File: src/rtl/versat_databus_arbiter_pkg.sv
// Shared types and helpers for the Versat databus arbiter.
//   state_e      : arbiter FSM state (IDLE=0, BUSY=1)
//   calc_grant_w : width of a requester index, max(1, clog2(n_req))
package versat_databus_arbiter_pkg;

    typedef enum logic [0:0] {
        StIdle = 1'b0,
        StBusy = 1'b1
    } state_e;

    function automatic int unsigned calc_grant_w(int unsigned n_req);
        return (n_req > 1) ? $clog2(n_req) : 1;
    endfunction

endpackage

File: src/rtl/versat_databus_arbiter_rr_pick.sv
// Combinational round-robin picker.
// Returns the first set bit of req, searching upward from prio with wrap-around.
//   req   : request vector, one bit per requester
//   prio  : index where the search starts (must be < N_REQ)
//   found : at least one request bit is set
//   idx   : index of the selected requester (0 when nothing is found)
module rr_pick
    import versat_databus_arbiter_pkg::*;
#(
    parameter int unsigned N_REQ   = 2,
    parameter int unsigned GRANT_W = calc_grant_w(N_REQ)
) (
    input  logic [N_REQ-1:0]   req,
    input  logic [GRANT_W-1:0] prio,
    output logic               found,
    output logic [GRANT_W-1:0] idx
);

    int unsigned        cand_int;
    logic [GRANT_W-1:0] cand;

    always_comb begin
        found    = 1'b0;
        idx      = '0;
        cand_int = 0;
        cand     = '0;
        // Walk offsets 0..N_REQ-1 from prio; the first hit wins.
        for (int unsigned i = 0; i < N_REQ; i++) begin
            cand_int = (32'(prio) + i) % N_REQ;
            cand     = GRANT_W'(cand_int);
            if (!found && req[cand]) begin
                found = 1'b1;
                idx   = cand;
            end
        end
    end

endmodule

File: src/rtl/versat_databus_arbiter.sv
// Round-robin arbiter sharing one memory-side databus between N_REQ Versat units.
// A granted requester keeps the bus until the memory side returns its final beat.
//   clk, rst                   : clock, asynchronous active-high reset
//   req_valid/addr/wdata/
//   req_wstrb/len              : flattened per-requester requests (requester k at [k*W +: W])
//   req_ready, req_last        : per-requester handshake, only the owner ever sees them high
//   req_rdata                  : read data broadcast to every requester
//   m_valid/addr/wdata/
//   m_wstrb/len                : memory-side request, muxed from the owner while BUSY
//   m_ready, m_rdata, m_last   : memory-side response
//   busy                       : arbiter is in BUSY
//   grant_id                   : index of the current owner
module versat_databus_arbiter
    import versat_databus_arbiter_pkg::*;
#(
    parameter int unsigned N_REQ  = 2,
    parameter int unsigned ADDR_W = 32,
    parameter int unsigned DATA_W = 32,
    parameter int unsigned LEN_W  = 8,
    localparam int unsigned STRB_W  = DATA_W / 8,
    localparam int unsigned GRANT_W = calc_grant_w(N_REQ)
) (
    input  logic                      clk,
    input  logic                      rst,

    input  logic [N_REQ-1:0]          req_valid,
    input  logic [N_REQ*ADDR_W-1:0]   req_addr,
    input  logic [N_REQ*DATA_W-1:0]   req_wdata,
    input  logic [N_REQ*STRB_W-1:0]   req_wstrb,
    input  logic [N_REQ*LEN_W-1:0]    req_len,
    output logic [N_REQ-1:0]          req_ready,
    output logic [N_REQ-1:0]          req_last,
    output logic [DATA_W-1:0]         req_rdata,

    output logic                      m_valid,
    output logic [ADDR_W-1:0]         m_addr,
    output logic [DATA_W-1:0]         m_wdata,
    output logic [STRB_W-1:0]         m_wstrb,
    output logic [LEN_W-1:0]          m_len,
    input  logic                      m_ready,
    input  logic [DATA_W-1:0]         m_rdata,
    input  logic                      m_last,

    output logic                      busy,
    output logic [GRANT_W-1:0]        grant_id
);

    state_e             state_q, state_d;
    logic [GRANT_W-1:0] grant_q, grant_d;
    logic [GRANT_W-1:0] prio_q, prio_d;

    logic               pick_found;
    logic [GRANT_W-1:0] pick_idx;
    logic               txn_end;

    rr_pick #(
        .N_REQ   (N_REQ),
        .GRANT_W (GRANT_W)
    ) u_rr_pick (
        .req   (req_valid),
        .prio  (prio_q),
        .found (pick_found),
        .idx   (pick_idx)
    );

    // Final beat accepted by the memory side.
    assign txn_end = (state_q == StBusy) && m_valid && m_ready && m_last;

    always_ff @(posedge clk or posedge rst) begin
        if (rst) begin
            state_q <= StIdle;
            grant_q <= '0;
            prio_q  <= '0;
        end else begin
            state_q <= state_d;
            grant_q <= grant_d;
            prio_q  <= prio_d;
        end
    end

    always_comb begin
        state_d = state_q;
        grant_d = grant_q;
        prio_d  = prio_q;
        unique case (state_q)
            StIdle: begin
                if (pick_found) begin
                    grant_d = pick_idx;
                    state_d = StBusy;
                end
            end
            StBusy: begin
                // Lock holds until the last beat, even if the owner drops valid.
                if (txn_end) begin
                    state_d = StIdle;
                    prio_d  = (grant_q == GRANT_W'(N_REQ - 1)) ? '0 : grant_q + 1'b1;
                end
            end
            default: state_d = StIdle;
        endcase
    end

    // Unregistered mux from the owner onto the memory side.
    always_comb begin
        m_valid   = 1'b0;
        m_addr    = '0;
        m_wdata   = '0;
        m_wstrb   = '0;
        m_len     = '0;
        req_ready = '0;
        req_last  = '0;
        if (state_q == StBusy) begin
            for (int unsigned k = 0; k < N_REQ; k++) begin
                if (grant_q == GRANT_W'(k)) begin
                    m_valid      = req_valid[k];
                    m_addr       = req_addr[k*ADDR_W +: ADDR_W];
                    m_wdata      = req_wdata[k*DATA_W +: DATA_W];
                    m_wstrb      = req_wstrb[k*STRB_W +: STRB_W];
                    m_len        = req_len[k*LEN_W +: LEN_W];
                    req_ready[k] = m_ready;
                    req_last[k]  = m_last;
                end
            end
        end
    end

    assign req_rdata = m_rdata;
    assign busy      = (state_q == StBusy);
    assign grant_id  = grant_q;

endmodule
File: config.mk
export PLATFORM = sky130hd
export DESIGN_NAME = versat_databus_arbiter
export DESIGN_NICKNAME = d
export VERILOG_FILES = /design/src/rtl/versat_databus_arbiter_pkg.sv /design/src/rtl/versat_databus_arbiter_rr_pick.sv /design/src/rtl/versat_databus_arbiter.sv
export SDC_FILE = /design/constraint.sdc
export NUM_CORES = 1
export LEC_CHECK = 0
export ABC_AREA = 0
export CAP_MARGIN = 40
export CORE_AREA = 2 2 118 120
export CTS_CLUSTER_SIZE = 24
export DETAILED_ROUTE_END_ITERATION = 12
export DIE_AREA = 0 0 120 122
export GPL_TIMING_DRIVEN = 1
export PLACE_DENSITY = 0.58
export SETUP_SLACK_MARGIN = 0.4
export SLEW_MARGIN = 5
export SYNTH_ARGS = -nofsm -noshare
export SYNTH_HDL_FRONTEND = slang
export SYNTH_SLANG_ARGS = --single-unit
File: constraint.sdc
create_clock -name clk -period 2.65 [get_ports clk]
set_input_delay 0.795 -clock clk [delete_from_list [all_inputs] [get_ports clk]]
set_output_delay 0.795 -clock clk [all_outputs]
set_load 0.05 [all_outputs]
==> qor.csv <==
metric,value,unit
drt drc,0,
max_cap viols,0,
setup violators final,0,
synth unique cells,16,
clk_lat worst skew,220,ps
DRT antenna net count,0,
VDD IR-drop max,0.5544,mV
Final Cycle Share,90.22,%
CP startpoint kind,flip-flop,
CTS root buf,clkbuf_16,
# IOs,305,
setup TNS,0,ps
row cnt,43,
Crit Path Class,flip-flop to primary output,
Mapped Cells,223,
Buf/Inv on CP,3,
FMAX,418.2,MHz
fraction of layout cells with a size suffix above 1,62.78,%
WP data arrival,1600,ps
Vias/cell,3.989,
worst endpoint required time,1860,ps
final hold vios,0,
CTS Sinks,3,
Min Hold Slack,610.4,ps
most frequent cells in the layout,"dlygate4sd2_1, buf_12, nor2_4",
Worst Hold End,grant_id$_DFFE_PP0P_,
crit-path max cell delay,550,ps
Final min period,2391,ps
Chip Width,120,microns
reg-to-reg startpoint,grant_id$_DFFE_PP0P_,
Final Cell Area,0.006746,sq mm
WL/cell,16.94,microns
first-pass GRT wire length,15790,microns
First-pass DRT Iterations,4,
register area,80.08,sq um
drt total wl,10740,microns
DR iter-0 viols,40,
pwr dens,1128,mW/mm^2
Die Ht,122,microns
fill count,1211,
Routability Congestion,0.7331,
Hold Path Depth,2,
grt ovf,0,
CTS H-tree lvls,1,
Initial Util,11.89,%
Yosys reg bits,3,
"most common cell after layout, fill and taps aside",dlygate4sd2_1,
CTS tree,done,
crit path cell chain,"buf_6, clkbuf_16, mux2i_4, nor2_4, buf_12",
status,"finished, final reports clean",
Rel. slew slack,67.02,%
largest net degree at the start of global routing,21,
core area,0.01350,sq mm
"delay-heaviest family, CP",flip-flops,
critical hold path startpoint,prio_q$_DFFE_PP0P_,
Syn Area/Cell,7.199,sq um
leakage,2.688,nW
register clock-pin slew on the reported worst setup and hold paths,30,ps
HP Class,flip-flop to flip-flop,
diode count,0,
Final Skew,0.3407,ps
HPWL after DPL,7298,microns
# nets final,645,
vias,2529,
R2R Setup Slk,1020,ps
CTS Buf Count,3,
RSZ-0062 raised after global routing,true,
Post-Syn Area,0.001605,sq mm
clock buffer depth,2,
crit-path max FO,8,
initial antenna violation count,0,
syn_nets,413,
Worst Tran Pin Value,496.7,ps
Post-DP Area,0.005424,sq mm
vias in the first global route,2770,
total track usage,13.78,%
PortBufs,240,
P&R area growth vs syn,320.3,%
RR Endpoint,busy$_DFF_PP0_,
Die ar.,0.01464,sq mm
Reg2Reg Depth,6,
Multi-input gate area,0.002663,sq mm
Crit-path slowest cell,dfrtp_4,
Syn. warnings,0,
post-synthesis sequential area ratio,4.677,%
critical path capture point type,primary output,
Final Slew Violations,0,
area by class of cell:
class,instances,share of cell area [%]
flip-flops and latches,3,1.187
clock buffers,4,1.168
repair buffers,276,54.49
well taps,180,3.338
multi-input cells,168,39.47
inverters,3,0.3524
what timing repair did:
action	4_1_cts	5_1_grt
endpoints found under the setup margin	82	80
gates cloned	11	2
hold buffers	0	0
gates resized for setup	307	42
setup buffers	10	1
pin swaps	62	53
endpoints found under the hold margin	0	0
state kept, by name, indices dropped and copies added (netlist names):
| register | count |
|---|---|
| prio_q | 1 |
| grant_id | 1 |
| busy | 1 |
where the power goes:
group	internal (mW)	total (mW)	switching, mW
Clock	0.199	0.240	0.0415
Combinational	3.77	7.25	3.48
Sequential	0.0659	0.117	0.0506
Total	4.04	7.61	3.57
worst reg2reg max path, delay by kind of cell, from the launching register on:
kind | cells | cell delay (ps)
AO/OA/AOI/OAI | 1 | 160
multiplexers | 1 | 200
flip-flops | 1 | 550
buffers and inverters | 4 | 580
worst max-delay path by stage:
stage	start	to	slack (ps)	cells past startpoint
after global routing	grant_id$_DFFE_PP0P_	m_wdata[27]	220	5
after floorplan	grant_id$_DFFE_PP0P_	req_last[0]	240	3
after CTS	grant_id$_DFFE_PP0P_	m_wstrb[3]	240	5
after global placement	m_ready	req_ready[0]	70	4
final	grant_id$_DFFE_PP0P_	m_wdata[27]	260	5
after detailed placement	m_last	req_last[0]	60	4
Yosys cell counts, drive strengths merged:
| cell type | n | share of area, % |
|---|---|---|
| clkbuf | 4 | 0.94 |
| dfrtp | 3 | 4.7 |
| nor2b | 1 | 0.39 |
| mux2i | 77 | 48 |
| nor2 | 80 | 19 |
| o32a | 1 | 0.62 |
| nand2b | 1 | 0.39 |
| a32oi | 1 | 0.55 |
| buf | 45 | 22 |
| nand3 | 1 | 0.31 |
| nand2 | 4 | 0.94 |
| a41o | 1 | 0.62 |
| inv | 3 | 0.70 |
| o221a | 1 | 0.70 |
per-stage QoR:
| step | power (mW) | util (%) | setup slack, ps | std cells |
|---|---|---|---|---|
| 2_1_floorplan | 3.219 | - | 235.3 | 223 |
| 3_3_place_gp | 5.432 | 40.16 | 72.02 | 606 |
| 3_5_place_dp | 5.484 | 40.16 | 62.51 | 606 |
| 4_1_cts | 7.288 | 46.88 | 239.2 | 631 |
| 5_1_grt | 7.886 | 49.96 | 220.2 | 634 |
| 6_report | 7.609 | 49.96 | 259.1 | 634 |
cells by family after synthesis:
kind of cell           count (synthesis)  synth area share, %
AND/OR/NAND/NOR                       87                20.73
multiplexers                          77                48.01
buffers and inverters                 52                24.08
AO/OA/AOI/OAI                          4                2.494
flip-flops                             3                4.676
metal layers:
metal / up-vias / routed length (microns) / global-route usage, %
li1: 1203 / - / -
met1: 1189 / 3655 / 15.91
met2: 123 / 6172 / 26.53
met3: 14 / 787 / 2.762
met4: 0 / 123 / 2.059
met5: - / 0 / 0
Note: power is estimated with default switching activity, not from simulation.
==> RTL edit: new RTL, config.mk and constraints unchanged <==
Set the parameter `ADDR_W` to 24 (it was 32).
--- a/src/rtl/versat_databus_arbiter.sv
+++ b/src/rtl/versat_databus_arbiter.sv
@@ -16,3 +16,3 @@
     parameter int unsigned N_REQ  = 2,
-    parameter int unsigned ADDR_W = 32,
+    parameter int unsigned ADDR_W = 24,
     parameter int unsigned DATA_W = 32,
Ports: changed (resized m_addr and req_addr); port bits go from 305 to 281. The function was not compared with the original's and may differ.
==> RTL edit against the original RTL <==
Area after synthesis down 4.8%. Register-to-register slack better by 0.16 ns. Sequential share of layout area up 0.11 points. Wire length down 8.4%. Final area down 8.7%. Critical path depth up 1. Final cell count down 5.8%. Sequential power down 21%. Total power down 8.6%. Hold slack better by 0.0060 ns. Worst setup slack worse by 0.014 ns. Sequential cell count unchanged. Largest power group unchanged. Highest routed layer unchanged.
==> RTL edit: results (changes against the original RTL) <==
{| class="wikitable"
! Metric !! Value
|-
| HPWL after detailed placement || 6420 um (-12%)
|-
| Layout cell share with drive strength beyond 1 || 63.5% (+0.77 points)
|-
| Sw power || 3.21 mW (-10%)
|-
| # nets final || 592 (-8.2%)
|-
| Final weighted congestion in routability-driven placement || 0.661 (-9.9%)
|-
| Detailed Route Iter0 Violations || 22 (-45%)
|-
| Via count of the first global-routing pass || 2597 (-6.2%)
|-
| Maximum fanout count along the critical path || 6 (-2)
|-
| Placed cells || 562 (-7.3%)
|-
| Non-Filler Instances || 597 (-5.8%)
|-
| Pin count of the biggest net entering global routing || 19 (-9.5%)
|-
| Placement Setup Slack || 0.0638 ns (+0.00128 ns)
|-
| Critical path arrival || ~1.6 ns
|-
| Clock-pin slew on the worst setup and hold paths || 0.03 ns (about the same)
|-
| Average cell area after synthesis || 7.42 um^2 (+3.1%)
|-
| Top post-synthesis cells by count || sky130_fd_sc_hd__nor2_1, sky130_fd_sc_hd__mux2i_1, sky130_fd_sc_hd__buf_4
|-
| Outcome || finished clean
|-
| Cell types occupying the most area after synthesis || sky130_fd_sc_hd__mux2i_1, sky130_fd_sc_hd__nor2_1, sky130_fd_sc_hd__buf_4
|-
| Via/cell ratio || 3.99 (about the same)
|-
| Fill count || 1244 (+2.7%)
|-
| Placement Cell Area || 0.00487 mm^2 (-10%)
|-
| Leakage power figure || 2.52 nW (-6.3%)
|-
| Wire length of the first global-routing pass || 14400 um (-9.0%)
|-
| Fin Clk Skew || 0.000907 ns (+0.000566 ns)
|-
| Peak supply drop || 0.538 mV (-3.0%)
|-
| DR pass1 iterations || 5 (+1)
|-
| Sequential cell area fraction in the yosys report || 4.91% (+0.23 points)
|-
| Overall global routing resource usage || 12.9% (-0.90 points)
|-
| Max Buffers Root-to-Sink || 2 (unchanged)
|-
| Nets in the synthesized netlist || 380 (-8.0%)
|-
| Number of distinct library cells after synthesis || 18 (+2)
|-
| I/O Buffers || 216 (-10%)
|-
| WL/cell || 16.5 um (-2.7%)
|-
| Worst slew margin || 84.3% (+17 points)
|}
## RTL edit: metal layers
metal	vias up	part of all wire (%)	global-route usage (%)
met5	-	0	0
met4	0	2.4	3.82
met1	1100	31	13.1
met3	19	9.1	3.98
met2	162	57	25.0
li1	1101	-	-
## RTL edit: path summary, 6_finish.rpt
| check | slack (ns) | from | endpoint | cells after the start |
|---|---|---|---|---|
| hold / removal | 0.62 | prio_q | grant_id | 2 |
| max in group asynchronous | 1.74 | rst | grant_id | 2 |
| min in group asynchronous | 0.75 | rst | grant_id | 2 |
| hold reg to reg | 0.62 | prio_q | grant_id | 2 |
| setup / recovery | 0.24 | grant_id | m_addr[17] | 6 |
| setup reg to reg | 1.18 | grant_id | prio_q | 6 |
## RTL edit: final cells by class
type	count	area (um^2)	area share, %
multi-input cells	152	2290	37.2
flip-flops and latches	3	80.1	1.30
clock buffers	4	78.8	1.28
inverters	3	22.5	0.366
well taps	180	225	3.66
repair buffers	255	3460	56.2
## RTL edit: kinds of logic (layout without fill, tap and decap cells)
family	after synthesis	after routing	synth area share (%)
AOI/OAI and AO/OA	4	4	2.62
DFF	3	3	4.91
muxes	69	69	45.2
buffers and inverters	51	262	27.5
and+or+nand+nor	79	79	19.8
## RTL edit: timing repair
action / in CTS / in global routing
cloned: 12 / 1
endpoints found under the setup margin: 73 / 73
pin swaps: 49 / 44
gates resized for setup: 260 / 47
setup buffers: 16 / 2
## RTL edit: power by group through the flow
stage / logic, mW / registers [mW] / clock network [mW]
2_1_floorplan: 2.89 / 0.105 / 0
3_3_place_gp: 4.78 / 0.0906 / 0
3_5_place_dp: 4.83 / 0.0913 / 0
4_1_cts: 6.32 / 0.0942 / 0.244
5_1_grt: 6.87 / 0.0949 / 0.252
6_report: 6.62 / 0.0929 / 0.241
## RTL edit: worst max-delay path: stages, from the launching register on
cell and delay (ns):
sky130_fd_sc_hd__dfrtp_4 0.51, sky130_fd_sc_hd__buf_12 0.17, sky130_fd_sc_hd__buf_12 0.13, sky130_fd_sc_hd__buf_16 0.13
sky130_fd_sc_hd__mux2i_2 0.23, sky130_fd_sc_hd__nor2_4 0.06, sky130_fd_sc_hd__buf_12 0.15
